**config.mk**
```make
export PLATFORM = sky130hd
export DESIGN_NAME = result_bus_arbiter
export DESIGN_NICKNAME = d
export VERILOG_FILES = /design/src/rtl/result_arb_pkg.sv /design/src/rtl/mux256_64.sv /design/src/rtl/result_bus_arbiter_rr_pick4.sv /design/src/rtl/result_bus_arbiter.sv
export SDC_FILE = /design/constraint.sdc
export NUM_CORES = 1
export LEC_CHECK = 0
export CAP_MARGIN = 20
export CELL_PAD_IN_SITES_DETAIL_PLACEMENT = 0
export CELL_PAD_IN_SITES_GLOBAL_PLACEMENT = 1
export CORE_UTILIZATION = 26
export DETAILED_ROUTE_END_ITERATION = 8
export PLACE_DENSITY_LB_ADDON = 0.3
export SLEW_MARGIN = 10
export SYNTH_ARGS = -nofsm -noshare
export SYNTH_HDL_FRONTEND = slang
export SYNTH_SLANG_ARGS = --single-unit
```
**constraint.sdc**
```tcl
create_clock -name clk -period 7.6 [get_ports clk]
set_input_delay 1.52 -clock clk [delete_from_list [all_inputs] [get_ports clk]]
set_output_delay 1.52 -clock clk [all_outputs]
set_load 0.01 [all_outputs]
```
**src/rtl/result_arb_pkg.sv**
```systemverilog
// Shared types for the four-way result bus arbiter.
// Requester indices are 2 bits wide and wrap 3 -> 0.
package result_arb_pkg;

    localparam int N_REQ = 4;
    localparam int MUX_W = 64;

    typedef logic [1:0] req_idx_t;

    typedef enum logic {
        ARB_EMPTY,
        ARB_FULL
    } arb_state_e;

    function automatic req_idx_t idx_inc(input req_idx_t i);
        return i + 2'd1;
    endfunction

endpackage

```
**src/rtl/mux256_64.sv**
```systemverilog
// 4:1 mux over four packed 64-bit lanes (lane 0 in the low bits).
// Pure combinational datapath slice driven by the arbiter select.
module mux256_64 (
    input  logic [255:0] i_din,
    input  logic [1:0]   i_sel,
    output logic [63:0]  o_dout
);

    always_comb begin
        o_dout = i_din[63:0];
        unique case (i_sel)
            2'd0: o_dout = i_din[63:0];
            2'd1: o_dout = i_din[127:64];
            2'd2: o_dout = i_din[191:128];
            2'd3: o_dout = i_din[255:192];
            default: o_dout = i_din[63:0];
        endcase
    end

endmodule

```
**src/rtl/result_bus_arbiter_rr_pick4.sv**
```systemverilog
// Round-robin picker: first asserted request scanning ptr, ptr+1, ...
// When nothing is requested the index reports ptr itself.
module rr_pick4
    import result_arb_pkg::*;
(
    input  logic [3:0] i_req,
    input  req_idx_t   i_ptr,
    output logic       o_gnt_valid,
    output req_idx_t   o_gnt_idx
);

    req_idx_t w_idx;

    always_comb begin
        o_gnt_valid = 1'b0;
        o_gnt_idx   = i_ptr;
        w_idx       = i_ptr;
        // Walk from the farthest slot back so the nearest one wins.
        for (int k = N_REQ - 1; k >= 0; k--) begin
            w_idx = i_ptr + req_idx_t'(k);
            if (i_req[w_idx]) begin
                o_gnt_valid = 1'b1;
                o_gnt_idx   = w_idx;
            end
        end
    end

endmodule

```
**src/rtl/result_bus_arbiter.sv**
```systemverilog
// Round-robin result bus arbiter with a one-entry registered output.
// Define ARB_BURST_EN to hold the grant across req_last-delimited bursts.
module result_bus_arbiter
    import result_arb_pkg::*;
#(
    parameter int DATA_W  = 64,
    parameter int RR_INIT = 0
) (
    input  logic              clk,
    input  logic              reset_n,
    input  logic [3:0]        req_valid,
    input  logic [3:0]        req_last,
    input  logic [DATA_W-1:0] req_data0,
    input  logic [DATA_W-1:0] req_data1,
    input  logic [DATA_W-1:0] req_data2,
    input  logic [DATA_W-1:0] req_data3,
    output logic [3:0]        req_ready,
    output logic              out_valid,
    output logic [DATA_W-1:0] out_data,
    output logic [1:0]        out_src,
    input  logic              out_ready,
    output logic [1:0]        mux_sel
);

    arb_state_e        r_state;
    arb_state_e        w_state_nxt;
    req_idx_t          r_ptr;
    logic [DATA_W-1:0] r_out_data;
    req_idx_t          r_out_src;

    logic [3:0]        w_cand;
    logic              w_gnt_valid;
    req_idx_t          w_gnt_idx;
    logic              w_can_accept;
    logic              w_xfer;
    logic [MUX_W-1:0]  w_mux_out;

`ifdef ARB_BURST_EN
    logic              r_lock;
    req_idx_t          r_lock_idx;

    // A locked burst masks everyone but the owner, even if it idles.
    always_comb begin
        w_cand = req_valid;
        if (r_lock) begin
            w_cand = req_valid & (4'b0001 << r_lock_idx);
        end
    end
`else
    logic              w_unused_last;

    assign w_unused_last = ^req_last;
    assign w_cand        = req_valid;
`endif

    rr_pick4 u_pick (
        .i_req       (w_cand),
        .i_ptr       (r_ptr),
        .o_gnt_valid (w_gnt_valid),
        .o_gnt_idx   (w_gnt_idx)
    );

    mux256_64 u_mux (
        .i_din  ({req_data3, req_data2, req_data1, req_data0}),
        .i_sel  (w_gnt_idx),
        .o_dout (w_mux_out)
    );

    // Drain and refill may happen on the same edge.
    assign w_can_accept = (r_state == ARB_EMPTY) | (out_ready & out_valid);
    assign w_xfer       = reset_n & w_can_accept & w_gnt_valid;

    assign req_ready = w_xfer ? (4'b0001 << w_gnt_idx) : 4'b0000;
    assign mux_sel   = w_gnt_idx;
    assign out_valid = (r_state == ARB_FULL);
    assign out_data  = r_out_data;
    assign out_src   = r_out_src;

    always_ff @(posedge clk or negedge reset_n) begin
        if (!reset_n) begin
            r_state <= ARB_EMPTY;
        end else begin
            r_state <= w_state_nxt;
        end
    end

    always_comb begin
        w_state_nxt = r_state;
        unique case (r_state)
            ARB_EMPTY: begin
                if (w_xfer) begin
                    w_state_nxt = ARB_FULL;
                end
            end
            ARB_FULL: begin
                if (out_ready && !w_xfer) begin
                    w_state_nxt = ARB_EMPTY;
                end
            end
            default: w_state_nxt = ARB_EMPTY;
        endcase
    end

    always_ff @(posedge clk or negedge reset_n) begin
        if (!reset_n) begin
            r_out_data <= '0;
            r_out_src  <= '0;
        end else if (w_xfer) begin
            r_out_data <= w_mux_out;
            r_out_src  <= w_gnt_idx;
        end
    end

`ifdef ARB_BURST_EN
    // Pointer holds still mid-burst and advances past the owner at its end.
    always_ff @(posedge clk or negedge reset_n) begin
        if (!reset_n) begin
            r_ptr      <= req_idx_t'(RR_INIT);
            r_lock     <= 1'b0;
            r_lock_idx <= '0;
        end else if (w_xfer) begin
            if (req_last[w_gnt_idx]) begin
                r_lock <= 1'b0;
                r_ptr  <= idx_inc(w_gnt_idx);
            end else begin
                r_lock     <= 1'b1;
                r_lock_idx <= w_gnt_idx;
            end
        end
    end
`else
    always_ff @(posedge clk or negedge reset_n) begin
        if (!reset_n) begin
            r_ptr <= req_idx_t'(RR_INIT);
        end else if (w_xfer) begin
            r_ptr <= idx_inc(w_gnt_idx);
        end
    end
`endif

endmodule
```
======== After elaboration in Yosys (flattened, before gate mapping) ========
Cells that the tools add are included.
storage, ports and cells
  bits in registers ....................... 69
  input bits .............................. 267
  output and inout bits ................... 73
  word-level logic and storage cells ...... 45
operators by class
  $add $sub $neg .......................... 4
  magnitude comparators ................... 4
  equal/unequal tests ..................... 3
  shift operators ......................... 1
  muxes and demuxes ....................... 21
  bitwise operators ....................... 5
  reduce and logical (&&, ||, !) cells .... 3
operators with widths
  kind                                                 count
  one-hot mux 64 bit (4 select lines)                  1
  < comparator 2 x 3 -> 1 bit, second input constant   4
  2-to-1 mux 1 bit                                     10
  binary-select mux 1 bit (select 2 bit)               4
  2-to-1 mux 2 bit                                     4
  adder 2 x 1 -> 2 bit, second input constant          2
  adder 2 bit, second input constant                   2
  equality test 2 bit, second input constant           2
  2-to-1 mux 4 bit                                     1
  left shift 1 x 2 -> 4 bit, first input constant      1
  AND 1 bit                                            3
  equality test 2 x 1 -> 1 bit, second input constant  1
  zero test 2 bit                                      1
  one-hot mux 1 bit (2 select lines)                   1
  logical AND 1 bit                                    1
  zero test 1 bit                                      1
  inverter 1 bit                                       1
  OR 1 bit                                             1

======== Depth between registers and ports, before layout ========
  depth in word-level cells ............... 12
  depth in mapped cells ................... 12
  depth with buffers taken out ............ 8

======== By module ========
A second synthesis with hierarchy kept.
second synthesis, totals
  cells, all modules ...................... 253
  area total of the unflattened synthesis .. 4398.0 um^2
by module, submodules not included
  module              times used  cells an instance  area each (um^2)
  result_bus_arbiter  1           159                2675.1
  mux256_64           1           78                 1622.8
  rr_pick4            1           16                 100.1

======== Least setup slack after synthesis ========
OpenSTA, ideal clock, no wires.
  kind .................................... input-to-output
  start ................................... input req_valid[1]
  end ..................................... output req_ready[2]
  arrival time ............................ 3441 ps
  slack ................................... 2639 ps
  stages .................................. 9
  cell sequence ........................... clkbuf_2 or3b_2 a22oi_1 o22ai_1 inv_1 ha_1 clkbuf_1 clkbuf_1 and2_1
between the ends
  longest elaborated chain between the ends .. 8
  elaborated cells between the ends (all ways) .. 19
RTL lines
  what                                    RTL line                           text
  start, declared                         result_bus_arbiter.sv:11           input logic [3:0] req_valid,
  binary-select mux 1 bit (select 2 bit)  result_bus_arbiter_rr_pick4.sv:21  if (i_req[w_idx]) begin
  2-to-1 mux 1 bit (not written as such)  result_bus_arbiter_rr_pick4.sv:21
  2-to-1 mux 2 bit (3 in a row)           result_bus_arbiter_rr_pick4.sv:21
  2-to-1 mux 2 bit (*)                    result_bus_arbiter_rr_pick4.sv:21
  named net mux_sel[1]                    result_bus_arbiter.sv:22           output logic [1:0] mux_sel
  left shift 1 x 2 -> 4 bit (*)           result_bus_arbiter.sv:73           assign req_ready = w_xfer ? (4'b0001 << w_gnt_idx) : 4'b0000;
  2-to-1 mux 4 bit (*)                    result_bus_arbiter.sv:73
  end, declared                           result_bus_arbiter.sv:17           output logic [3:0] req_ready,
Mark *: on every way through the listed nets, which the timed path passes. The rest lies on a longest branch. The select of a mux whose other input is x is not followed.

======== Final worst setup path ========
  start ................................... input req_valid[1]
  end ..................................... output req_ready[2]
between the ends
  longest elaborated chain between the ends .. 8
  elaborated cells between the ends (all ways) .. 19
RTL lines
  what                                                               RTL line
  binary-select mux 1 bit (select 2 bit)                             result_bus_arbiter_rr_pick4.sv:21
  2-to-1 mux 1 bit (not written as such)                             result_bus_arbiter_rr_pick4.sv:21
  2-to-1 mux 2 bit or 2-to-1 mux 1 bit (tied branches) (4 in a row)  result_bus_arbiter_rr_pick4.sv:21
  left shift 1 x 2 -> 4 bit or AND 1 bit (tied branches)             result_bus_arbiter.sv:73, result_bus_arbiter.sv:71
  2-to-1 mux 4 bit (*)                                               result_bus_arbiter.sv:73
Mark *: on every way between the ends. The rest lies on a longest branch, timed or not. The select of a mux whose other input is x is not followed.

==> flow_metrics.tcl <==
set metrics [dict create \
    outcome "completed" \
    drt-initial-drc-count 264 \
    vias_per_cell 5.26 \
    synth_flop_cell "dfrtp_1" \
    timing.fmax_mhz 181 \
    ant_nets 0 \
    start_kind "input pin" \
    cts.sinks 69 \
    fp.dieH_um 137 \
    worst_slew_pin_slew_ns 0.959 \
    ir_worst_vdd_mv 0.136 \
    synth_area_leaders "dfrtp_1, a21oi_1, a221o_1, o211ai_1, nand2b_1" \
    synth-async-reset-ratio 1.00 \
    clk_pin_slew_worst_paths_ns 0.06 \
    ys_seq_area_frac 0.367 \
    io_pins 340 \
    clk_latency_ns 0.33 \
    overflow 0 \
    required_ns 6.08 \
    avgSynthCellArea_um2 8.51 \
    portBuffers 335 \
    row_count 48 \
    yosys.cell_count.top_type "a21oi_1" \
    layout-drive-gt1-share 0.0376 \
    syn_inst 553 \
    fin_tns_setup_ns 0 \
    yosysWarnings 0 \
    gp_congestion 0.843 \
    slew_viol_final 0 \
    fp.coreArea_mm2 0.0175 \
    wl_per_cell_um 19.0 \
    grt_start_max_net_pins 85 \
    synth_edf_count 0 \
    dr.pass1.iters 4 \
    num-fill-cells 1609 \
    ys_ff_latch 69 \
    setup_viol 0 \
    clockBufferDepth 2 \
    clock_skew_ns 0.0121 \
    synth_top_area_frac 0.367 \
    grt_pass1_vias 5655 \
    start_util 0.269 \
    wl_um 20400 \
    antenna_found_initial 1 \
    grt_first_pass_wirelength_um 30100 \
    die_width_um 137 \
    total_power_mw 2.55 \
    power_density_mw_per_mm2 303 \
    design.die.area_mm2 0.0186 \
    rsz0062_at_grt "no" \
    seq_area_mm2 0.00173 \
    yosysTopAreaCell "dfrtp_1" \
    finalCritPeriodShare 0.729 \
    cp_max_fo 8 \
    cts_inserted_buffers 9 \
    critPathCaptureType "output port" \
    drc 0 \
    placed_area_mm2 0.00813 \
    cts_tree "built" \
    cp.arrival_ns 4.02 \
    critical_path_class "in2out" \
    max_slew_margin 0.361 \
    yosys-top-cells-count "a21oi_1, dfrtp_1, nor2_1, nand2b_1" \
    dp_hpwl_um 14100 \
    htreeDepth 3 \
    drv_cap 0 \
    vias 5666 \
    area_growth_pct 78.8 \
    hold_buffers 0 \
    synthesis.nets 823 \
    cts_resized 0 \
    final_area_mm2 0.00841 \
    grtUsageTotal 0.212 \
    hold_viol_final 0 \
    hold_class "reg2reg" \
    postCtsSetupBuffers 0 \
    root_buffer "clkbuf_16" \
    leakagePower_nw 3.07 \
    ys_types 31 \
    syn_area_mm2 0.00471 \
    post-route-min-period_ns 5.54 \
    final_nets 1117 \
    multi_input_comb_area_mm2 0.00269 \
]
## layer usage
layer	part of all wire	wire length, um	vias to the layer above	GRT usage
met5	0	0	-	0
met4	0.022	440	0	0.0877
met3	0.099	2030	28	0.0678
met2	0.49	9990	281	0.364
met1	0.39	7970	2679	0.242
li1	-	-	2678	-
## metrics by stage
step                 util  std cells  worst slack, ns  hold slack, ns
global route        0.481       1077             1.86           0.532
finish              0.481       1077             2.06           0.488
CTS                 0.481       1076             2.05           0.488
detailed placement  0.465       1061             2.05           0.475
global placement    0.465       1061             2.10           0.470
floorplan               -        553             2.64           0.514
## final cells by class
| type | count | area share |
|---|---|---|
| sequential | 69 | 0.205 |
| inverter | 6 | 0.00268 |
| timing repair buffer | 343 | 0.405 |
| multi-input combinational | 418 | 0.320 |
| tap | 225 | 0.0335 |
| clock inverter | 1 | 0.000595 |
| antenna | 1 | 0.000297 |
| clock buffer | 14 | 0.0326 |
## registers in the layout, summed over array words and instances, names as in the netlist
| register | cells |
|---|---|
| out_data | 64 |
| out_src | 2 |
| out_valid | 1 |
| r_ptr | 2 |
## logic make-up (layout without fill, tap and decap cells)
kind of cell / Yosys count / after routing / synth area share
simple gates: 145 / 145 / 0.155
other cells: 0 / 1 / 0
fa+ha+maj: 3 / 3 / 0.00798
buf+inv: 66 / 364 / 0.0697
mux: 1 / 1 / 0.00239
compound gates: 269 / 269 / 0.398
flops: 69 / 69 / 0.367
## power by group
| part | internal, mW | switching [mW] |
|---|---|---|
| Combinational | 0.766 | 0.740 |
| Clock | 0.246 | 0.155 |
| Sequential | 0.542 | 0.101 |
## worst max-delay path, stage by stage
cell and delay, ns:
clkdlybuf4s50_1 0.67, inv_1 0.09, a211o_1 0.30, a21oi_1 0.43, inv_1 0.19, ha_2 0.22
and2_1 0.13, clkdlybuf4s50_1 0.48
## placed cells by master (no fill, tap or decap), drive strengths merged, types with 6 or more instances in the layout
master         instances
a21oi                130
inv                    6
dfrtp                 69
o211ai                64
buf                    9
a221o                 64
clkdlybuf4s50        334
nor2                  68
clkbuf                14
nand2b                66
## path summary, 6_finish.rpt
kind	start	to	slack (ns)	depth (start not counted)
max reg2reg	r_ptr[0]$_DFFE_PN0P_	out_data[40]$_DFFE_PN0P_	4.36	8
min reg2reg	out_src[0]$_DFFE_PN0P_	out_src[0]$_DFFE_PN0P_	0.49	1
max	req_valid[1]	req_ready[2]	2.06	8
min in group asynchronous	reset_n	out_data[5]$_DFFE_PN0P_	1.45	2
min	out_src[0]$_DFFE_PN0P_	out_src[0]$_DFFE_PN0P_	0.49	1
max in group asynchronous	reset_n	out_data[29]$_DFFE_PN0P_	5.51	2
No activity file was read; power rests on OpenSTA's default activity.
